`src/rtl/down_counter_ctrl_pkg.sv`:
```
// Shared types and helpers for the down-counter sequencing controller.
package down_counter_ctrl_pkg;

    typedef enum logic [1:0] {
        ST_IDLE = 2'd0,
        ST_RUN  = 2'd1,
        ST_HOLD = 2'd2,
        ST_DONE = 2'd3
    } state_e;

    localparam int unsigned DEFAULT_PRESCALE = 4;

    // Prescaler counter width: enough bits for 0..PRESCALE-1, never less than one bit.
    function automatic int unsigned pre_width(input int unsigned prescale);
        return (prescale > 1) ? $clog2(prescale) : 1;
    endfunction

    localparam int unsigned PRE_W = pre_width(DEFAULT_PRESCALE);

endpackage

```
`src/rtl/down_counter_prescaler.sv`:
```
// Prescaler for the down-counter: emits one tick every PRESCALE enabled cycles.
// The count freezes while en is low, so a paused countdown resumes mid-period.
module down_counter_prescaler #(
    parameter int unsigned PRESCALE = 4
) (
    input  logic clk,
    input  logic rst,
    input  logic clr,
    input  logic en,
    output logic tick
);
    import down_counter_ctrl_pkg::*;

    localparam int unsigned CNT_W = pre_width(PRESCALE);
    localparam logic [CNT_W-1:0] LAST = CNT_W'(PRESCALE - 1);

    logic [CNT_W-1:0] pre_cnt_q;
    logic [CNT_W-1:0] pre_cnt_d;

    // Tick on the last enabled cycle of a period; clear has priority over counting.
    always_comb begin
        tick      = en && (pre_cnt_q == LAST);
        pre_cnt_d = pre_cnt_q;
        if (clr) begin
            pre_cnt_d = '0;
        end else if (tick) begin
            pre_cnt_d = '0;
        end else if (en) begin
            pre_cnt_d = pre_cnt_q + CNT_W'(1);
        end
    end

    // Prescaler register with synchronous active-low reset.
    always_ff @(posedge clk) begin
        if (!rst) begin
            pre_cnt_q <= '0;
        end else begin
            pre_cnt_q <= pre_cnt_d;
        end
    end

endmodule

```
`src/rtl/down_counter_ctrl.sv`:
```
// Down-counter sequencing controller: load, prescaled countdown, pause/abort,
// one-shot or auto-reload, terminal-count pulse and saturating event counter.
module down_counter_ctrl #(
    parameter int unsigned WIDTH    = 4,
    parameter int unsigned PRESCALE = 4,
    parameter int unsigned PW       = 8
) (
    input  logic             clk,
    input  logic             rst,
    input  logic [WIDTH-1:0] load_val,
    input  logic             load,
    input  logic             start,
    input  logic             pause,
    input  logic             abort,
    input  logic             auto_reload,
    output logic [WIDTH-1:0] count,
    output logic             busy,
    output logic             done,
    output logic             tc_pulse,
    output logic             err,
    output logic [PW-1:0]    tc_events
);
    import down_counter_ctrl_pkg::*;

    state_e           state_q, state_d;
    logic [WIDTH-1:0] count_q, count_d;
    logic [WIDTH-1:0] reload_q, reload_d;
    logic             mode_q, mode_d;
    logic             tc_pulse_q, tc_pulse_d;
    logic             err_q, err_d;
    logic [PW-1:0]    tc_events_q, tc_events_d;

    logic             pre_clr;
    logic             pre_en;
    logic             tick;
    logic [WIDTH-1:0] eff_val;

    down_counter_prescaler #(
        .PRESCALE(PRESCALE)
    ) u_prescaler (
        .clk (clk),
        .rst (rst),
        .clr (pre_clr),
        .en  (pre_en),
        .tick(tick)
    );

    // Prescaler control kept apart from the FSM so tick never feeds back into en.
    always_comb begin
        eff_val = load ? load_val : count_q;
        pre_clr = 1'b0;
        pre_en  = 1'b0;
        case (state_q)
            ST_IDLE, ST_DONE: pre_clr = start && (eff_val != '0);
            ST_RUN:           begin
                pre_clr = abort;
                pre_en  = !abort && !pause;
            end
            ST_HOLD:          pre_clr = abort;
            default:          ;
        endcase
    end

    // Next-state logic: abort > pause > tick in RUN/HOLD; load before start in IDLE/DONE.
    always_comb begin
        state_d     = state_q;
        count_d     = count_q;
        reload_d    = reload_q;
        mode_d      = mode_q;
        tc_pulse_d  = 1'b0;
        err_d       = 1'b0;
        tc_events_d = tc_events_q;
        case (state_q)
            ST_IDLE, ST_DONE: begin
                if (load) begin
                    count_d  = load_val;
                    reload_d = load_val;
                    state_d  = ST_IDLE;
                end
                if (start) begin
                    if (eff_val == '0) begin
                        err_d = 1'b1;
                    end else begin
                        state_d = ST_RUN;
                        mode_d  = auto_reload;
                    end
                end
            end
            ST_RUN: begin
                if (abort) begin
                    state_d = ST_IDLE;
                    count_d = '0;
                end else if (pause) begin
                    state_d = ST_HOLD;
                end else if (tick) begin
                    if (count_q > WIDTH'(1)) begin
                        count_d = count_q - WIDTH'(1);
                    end else begin
                        tc_pulse_d = 1'b1;
                        if (tc_events_q != '1) begin
                            tc_events_d = tc_events_q + PW'(1);
                        end
                        if (mode_q) begin
                            count_d = reload_q;
                        end else begin
                            count_d = '0;
                            state_d = ST_DONE;
                        end
                    end
                end
            end
            ST_HOLD: begin
                if (abort) begin
                    state_d = ST_IDLE;
                    count_d = '0;
                end else if (!pause) begin
                    state_d = ST_RUN;
                end
            end
            default: state_d = ST_IDLE;
        endcase
    end

    // State and datapath registers with synchronous active-low reset.
    always_ff @(posedge clk) begin
        if (!rst) begin
            state_q     <= ST_IDLE;
            count_q     <= '0;
            reload_q    <= '0;
            mode_q      <= 1'b0;
            tc_pulse_q  <= 1'b0;
            err_q       <= 1'b0;
            tc_events_q <= '0;
        end else begin
            state_q     <= state_d;
            count_q     <= count_d;
            reload_q    <= reload_d;
            mode_q      <= mode_d;
            tc_pulse_q  <= tc_pulse_d;
            err_q       <= err_d;
            tc_events_q <= tc_events_d;
        end
    end

    // Status outputs decoded from registered state.
    always_comb begin
        count     = count_q;
        busy      = (state_q == ST_RUN) || (state_q == ST_HOLD);
        done      = (state_q == ST_DONE);
        tc_pulse  = tc_pulse_q;
        err       = err_q;
        tc_events = tc_events_q;
    end

endmodule

```
`config.mk`:
```
export PLATFORM = sky130hd
export DESIGN_NAME = down_counter_ctrl
export DESIGN_NICKNAME = d
export VERILOG_FILES = /design/src/rtl/down_counter_ctrl_pkg.sv /design/src/rtl/down_counter_prescaler.sv /design/src/rtl/down_counter_ctrl.sv
export SDC_FILE = /design/constraint.sdc
export NUM_CORES = 1
export LEC_CHECK = 0
export ABC_AREA = 1
export CAP_MARGIN = 15
export CORE_MARGIN = 10
export CORE_UTILIZATION = 40
export CTS_CLUSTER_SIZE = 20
export DETAILED_ROUTE_END_ITERATION = 6
export GPL_TIMING_DRIVEN = 0
export PLACE_DENSITY = 0.67
export SLEW_MARGIN = 20
export SYNTH_ARGS = -nofsm -noshare
export SYNTH_HDL_FRONTEND = slang
export SYNTH_SLANG_ARGS = --single-unit
```
`constraint.sdc`:
```
create_clock -name clk -period 1.65 [get_ports clk]
set_input_delay 0.495 -clock clk [delete_from_list [all_inputs] [get_ports clk]]
set_output_delay 0.495 -clock clk [all_outputs]
set_load 0.05 [all_outputs]
```
==> results.py, run 1 <==
metrics = {
    "outcome": {
        "outcome": "complete, but fails checks",
        "violations": "setup timing",
    },
    "yosys": {
        "synth.distinct_cells": 31,
        "synth_xor_area_share_pct": 2.46,
        "yosysWarningCount": 0,
        "synthAdderAreaFrac_pct": 6.15,
        "synth_compound_area_share_pct": 15.6,
        "synth_top_family_by_area": "simple AND/OR/NAND/NOR gates",
        "mappedNetlistNets": 225,
        "mappedNetlistArea_mm2": 0.00142,
        "syn_inst": 207,
        "avgSynthCellArea_um2": 6.88,
        "synth_seq_area_share_pct": 32.3,
        "synthSimpleGateAreaFrac_pct": 32.3,
        "muxShareOfSynthArea_pct": 0.791,
        "ys_ff_latch": 23,
    },
    "power_and_ir_drop": {
        "p_leak_nw": 0.885,
        "peakVddDrop_mv": 0.414,
        "power_per_cell_area_mw_per_mm2": 693,
        "fin_total_pwr_mw": 1.31,
    },
    "layout": {
        "drive_above_1_share_pct": 28.3,
        "fillerInstances": 336,
        "antenna_cells": 0,
        "synthToLayoutAreaGrowth_pct": 32.2,
        "final_nets": 266,
        "final_cell_mix": "nand2_1 (53), inv_1 (27), dfxtp_1 (17)",
        "stdcell_count": 293,
        "utilization_pct": 55.6,
        "layout_commonest_cell": "nand2_1",
    },
    "timing": {
        "timing.final.hold_violations": 0,
        "rsz0062_at_grt": "true",
        "period_needed_ns": 1.78,
        "whs_ns": 0.466,
        "setup_violations": 1,
        "slew_headroom_pct": 79.6,
        "drv_slew": 0,
        "finalCritPeriodShare_pct": 108,
        "tightest_slew_ns": 0.304,
        "skew_ns": 0.0128,
        "setup_slack_ns": -0.128,
        "timing.fmax_ghz": 0.562,
    },
    "global_routing": {
        "grtUsageTotal_pct": 11.5,
        "grt_pass1_wl_um": 5920,
        "grt_max_degree": 13,
        "antenna_found_initial": 0,
        "grt_pass1_vias": 1356,
        "globalRouteOverflowTotal": 0,
    },
    "clock_network": {
        "htreeDepth": 1,
        "holdBufCountCts": 0,
        "clkTransAtPathRegs_ns": 0.14,
        "clkSinkCount": 23,
        "cts_tree": "yes",
        "clockBufferDepth": 2,
        "cts-root-buf": "clkbuf_4",
        "clk_latency_ns": 0.32,
        "cts_made_buffers": 3,
    },
    "floorplan": {
        "coreArea_mm2": 0.00339,
        "pin_count": 27,
        "row_count": 21,
        "initial_utilization_pct": 42.0,
        "die_area_mm2": 0.00635,
        "die_w_um": 79.7,
        "die_h_um": 79.7,
    },
    "placement": {
        "io_buffers": 26,
        "dpl.hpwl_um": 2650,
        "numPlacedInstances": 279,
        "place_ws_ns": -0.655,
        "gp_congestion": 0.896,
    },
    "critical_path": {
        "worstPathRequired_ns": 1.15,
        "worstPathArrival_ns": 1.28,
        "worstPathMaxFanout": 3,
        "r2r_slack_ns": 0.08,
        "cp-start-kind": "flop",
        "critPathKind": "reg -> out",
        "cp-end-kind": "output pin",
    },
    "detailed_routing": {
        "vias": 1429,
        "drtAntennaViolNets": 0,
        "routed_wl_um": 3630,
        "routed_via_density": 4.88,
        "drt_first_iter_violations": 52,
        "drt_pass1_iterations": 4,
        "wl_per_cell_um": 12.4,
        "drc": 0,
    },
    "flow_run": {
        "maxCapViolCount": 0,
    },
    "worst_hold_path": {
        "hold_class": "reg -> reg",
    },
}
worst paths after layout:
kind	cells after the start	endpoint	from
max reg2reg	8	count[0]	state_q[0]
min reg2reg	2	reload_q[3]	reload_q[3]
min	2	reload_q[3]	reload_q[3]
max	4	busy	state_q[0]
metrics by stage:
step / instance area (um^2) / TNS (ns)
2_1_floorplan: 1430 / 0
3_3_place_gp: 1750 / -6.67
3_5_place_dp: 1750 / -7.17
4_1_cts: 1860 / -0.175
5_1_grt: 1880 / -0.186
6_report: 1880 / -0.128
registers in the layout, summed over array words and instances (netlist names):
signal / flops
count: 4
err: 1
tc_pulse: 1
mode_q: 1
reload_q: 4
state_q: 2
u_prescaler.pre_cnt_q: 2
tc_events: 8
power breakdown:
group / internal [mW] / switching [mW]
clock network: 0.0946 / 0.181
registers: 0.584 / 0.0234
logic: 0.164 / 0.258
total: 0.843 / 0.463
Yosys cell counts:
library cell	instances	share of area (%)
a211oi_1	1	0.53
a21boi_1	1	0.53
a21boi_2	1	0.79
a21oi_1	15	5.3
a21oi_2	3	1.8
a31oi_1	2	0.88
buf_2	2	0.70
clkinv_1	1	0.26
dfxtp_1	23	32
ha_1	7	6.2
inv_1	31	8.2
inv_2	3	0.79
inv_4	1	0.44
mux2_2	1	0.79
nand2_1	54	14
nand2_2	3	1.3
nand2_4	3	2.4
nand3_1	15	5.3
nand4_1	1	0.44
nor2_1	13	3.4
nor2_2	3	1.3
nor2_8	1	1.4
nor3_1	2	0.70
nor3_2	1	0.70
nor3_4	1	1.1
o2111ai_2	1	1.1
o21ai_0	11	3.9
o21ai_1	1	0.35
o22ai_1	1	0.44
xnor2_1	2	1.2
xor2_1	2	1.2
timing repair:
action,CTS,global route
buffers inserted,6,5
setup endpoints to repair,22,21
pin swaps,1,7
hold endpoints to repair,0,0
resized for setup,72,21
routing by layer:
metal	track usage, %	share of wire [%]	up-vias
met2	19.8	49	39
met4	6.27	2.0	0
met3	3.83	6.5	8
met5	0	0	-
li1	-	-	745
met1	12.0	43	637
kinds of logic (layout without fill, tap and decap cells):
kind of cell | Yosys count | after routing
XOR/XNOR | 4 | 4
buffers and inverters | 38 | 78
flip-flops | 23 | 23
AND/OR/NAND/NOR | 97 | 97
adder cells (fa/ha/maj) | 7 | 7
multiplexers | 1 | 1
AO/OA/AOI/OAI | 37 | 37
worst max-delay path, cell delays in order (launching register included):
cell and delay (ns):
dfxtp_2 0.37, inv_2 0.05, ha_4 0.28, clkinvlp_4 0.10, buf_8 0.16
area by class of cell:
| type | count | area (um^2) | area share, % |
|---|---|---|---|
| multi-input cells | 146 | 868 | 46.1 |
| well taps | 46 | 57.6 | 3.06 |
| repair buffers | 37 | 317 | 16.8 |
| plain buffers | 1 | 5.00 | 0.266 |
| flip-flops and latches | 23 | 468 | 24.9 |
| inverters | 36 | 141 | 7.51 |
| clock buffers | 4 | 26.3 | 1.40 |
Power figures use the tool's default switching activity.
==> run 2: changes to the inputs <==
- CORE_MARGIN: 10 -> 3
==> run 2 against run 1 <==
Net effect:
- the flow still finishes with violations (setup timing)
- non-clock buffer count grew 4
- sequential share of layout area shrank 0.84 points
- sequential power is essentially flat
- critical path depth is the same
- count of clock-buffer cells in the layout is the same
- global-route usage grew 5.2 points
- first-iteration DRC count grew 25%
- combinational power grew 7.6%
- clock power grew 1%
- critical path type unchanged
- maximum frequency grew 2.9%
==> results.py, run 2 (synthesis gave the netlist of run 1 again) <==
metrics = {
    "floorplan": {
        "die_h_um": 65.7,
        "die_w_um": 65.7,
        "die_area_mm2": 0.00431,
        "initial_utilization_pct": 42.0,
        "coreArea_mm2": 0.00339,
        "pin_count": 27,
        "row_count": 21,
    },
    "timing": {
        "timing.fmax_ghz": 0.579,
        "period_needed_ns": 1.73,
        "skew_ns": 0.00312,
        "whs_ns": 0.461,
        "rsz0062_at_grt": "true",
        "tightest_slew_ns": 0.356,
        "drv_slew": 0,
        "setup_violations": 1,
        "slew_headroom_pct": 76.1,
        "finalCritPeriodShare_pct": 105,
        "timing.setup.tns_ns": -0.0783,
        "setup_slack_ns": -0.0783,
        "timing.final.hold_violations": 0,
    },
    "critical_path": {
        "r2r_cells": 8,
        "regToRegEndpoint": "count[0]",
        "r2r_slack_ns": 0.05,
        "worstPathRequired_ns": 1.15,
        "critPathKind": "reg -> out",
        "cp-end-kind": "output pin",
        "worstPathMaxFanout": 2,
        "cp-start-kind": "flop",
        "worstPathArrival_ns": 1.23,
        "rr_startpoint": "state_q[0]",
    },
    "clock_network": {
        "clkTransAtPathRegs_ns": 0.13,
        "clk_latency_ns": 0.32,
        "cts_tree": "yes",
        "holdBufCountCts": 0,
        "cts_made_buffers": 3,
        "clkSinkCount": 23,
        "cts-root-buf": "clkbuf_4",
        "clockBufferDepth": 2,
        "htreeDepth": 1,
    },
    "global_routing": {
        "grt_pass1_vias": 1340,
        "globalRouteOverflowTotal": 0,
        "antenna_found_initial": 0,
        "grt_pass1_wl_um": 5710,
        "grtUsageTotal_pct": 16.7,
        "grt_max_degree": 13,
    },
    "detailed_routing": {
        "routed_via_density": 4.81,
        "drt_pass1_iterations": 4,
        "wl_per_cell_um": 11.9,
        "drc": 0,
        "drt_first_iter_violations": 65,
        "vias": 1434,
        "drtAntennaViolNets": 0,
        "routed_wl_um": 3540,
    },
    "worst_hold_path": {
        "hold-path-endpoint": "reload_q[1]",
        "hold_depth": 2,
        "hold_start": "reload_q[1]",
        "hold_class": "reg -> reg",
    },
    "flow_run": {
        "maxCapViolCount": 0,
    },
    "placement": {
        "dpl.hpwl_um": 2380,
        "io_buffers": 26,
        "gp_congestion": 0.895,
    },
    "power_and_ir_drop": {
        "power_per_cell_area_mw_per_mm2": 683,
        "p_switching_mw": 0.478,
        "clockPowerShare_pct": 20.8,
        "seq_power_share_pct": 45.3,
        "internal_power_mw": 0.861,
        "sw_frac_of_total_pct": 35.7,
        "pwr-share-comb_pct": 33.9,
        "peakVddDrop_mv": 0.324,
        "p_leak_nw": 0.926,
    },
    "outcome": {
        "violations": "setup timing",
        "outcome": "complete, but fails checks",
    },
    "layout": {
        "final_cell_mix": "nand2_1 (51), inv_1 (26), dfxtp_1 (17)",
        "largest_reg_flops": 8,
        "synthToLayoutAreaGrowth_pct": 37.6,
        "antenna_cells": 0,
        "drive_above_1_share_pct": 31.3,
        "fillerInstances": 301,
        "utilization_pct": 57.8,
        "layout_commonest_cell": "nand2_1",
        "final_nets": 271,
    },
}
run 2: changes by cell type in the layout (fill, tap and decap cells not counted), moves of 2 or more:
cell      before  now
buf_2          9    7
buf_4         11   14
clkbuf_2       0    2
nand2_1       53   51
o21ai_0       11    7
o21ai_1        1    5
run 2: worst max path at each step:
stage | start | end | slack [ns]
2_1_floorplan | state_q[0] | busy | 0.03
3_3_place_gp | state_q[0] | busy | -0.66
3_5_place_dp | state_q[0] | busy | -0.66
4_1_cts | state_q[0] | busy | -0.14
5_1_grt | state_q[0] | busy | -0.16
6_report | state_q[0] | busy | -0.08
run 2: routing by layer:
layer  routed length (um)  global-route usage (%)  part of all wire, %  vias to the layer above
li1                     -                       -                    -                      751
met1                 1630                    21.6                   46                      633
met2                 1620                    27.2                   46                       44
met3                  226                    2.74                  6.4                        6
met4                   55                    6.99                  1.6                        0
met5                    0                       0                    0                        -
run 2: layout make-up:
type / count / area [um^2] / share of cell area (%)
plain buffers: 1 / 5.00 / 0.255
clock buffers: 4 / 26.3 / 1.34
inverters: 36 / 141 / 7.22
multi-input cells: 146 / 896 / 45.7
flip-flops and latches: 23 / 470 / 24.0
well taps: 46 / 57.6 / 2.94
repair buffers: 41 / 355 / 18.1
repair inverters: 1 / 7.51 / 0.383
run 2: worst max-delay path: stages (launching register included):
cell	delay (ns)
dfxtp_2	0.36
inv_2	0.04
ha_4	0.27
clkinvlp_4	0.09
buf_8	0.15
run 2: timing repair:
action / CTS / global route
gates resized for setup: 69 / 32
buffers inserted: 7 / 9
cloned: 0 / 1
pin swaps: 3 / 14
setup endpoints to repair: 20 / 26
run 2: power groups by stage:
stage / sequential (mW) / combinational, mW / clock, mW
after floorplan: 0.654 / 0.213 / 0
after global placement: 0.618 / 0.359 / 0
after detailed placement: 0.618 / 0.360 / 0
after CTS: 0.605 / 0.401 / 0.285
after global routing: 0.612 / 0.500 / 0.312
final: 0.607 / 0.454 / 0.279
run 2: stage by stage:
stage          power, mW  area [um^2]  setup slack, ns  std cells
6_report            1.34         1960          -0.0783        298
5_1_grt             1.42         1960           -0.159        298
4_1_cts             1.29         1860           -0.143        290
3_5_place_dp       0.978         1750           -0.663        279
3_3_place_gp       0.977         1750           -0.659        279
2_1_floorplan      0.867         1430           0.0346        207
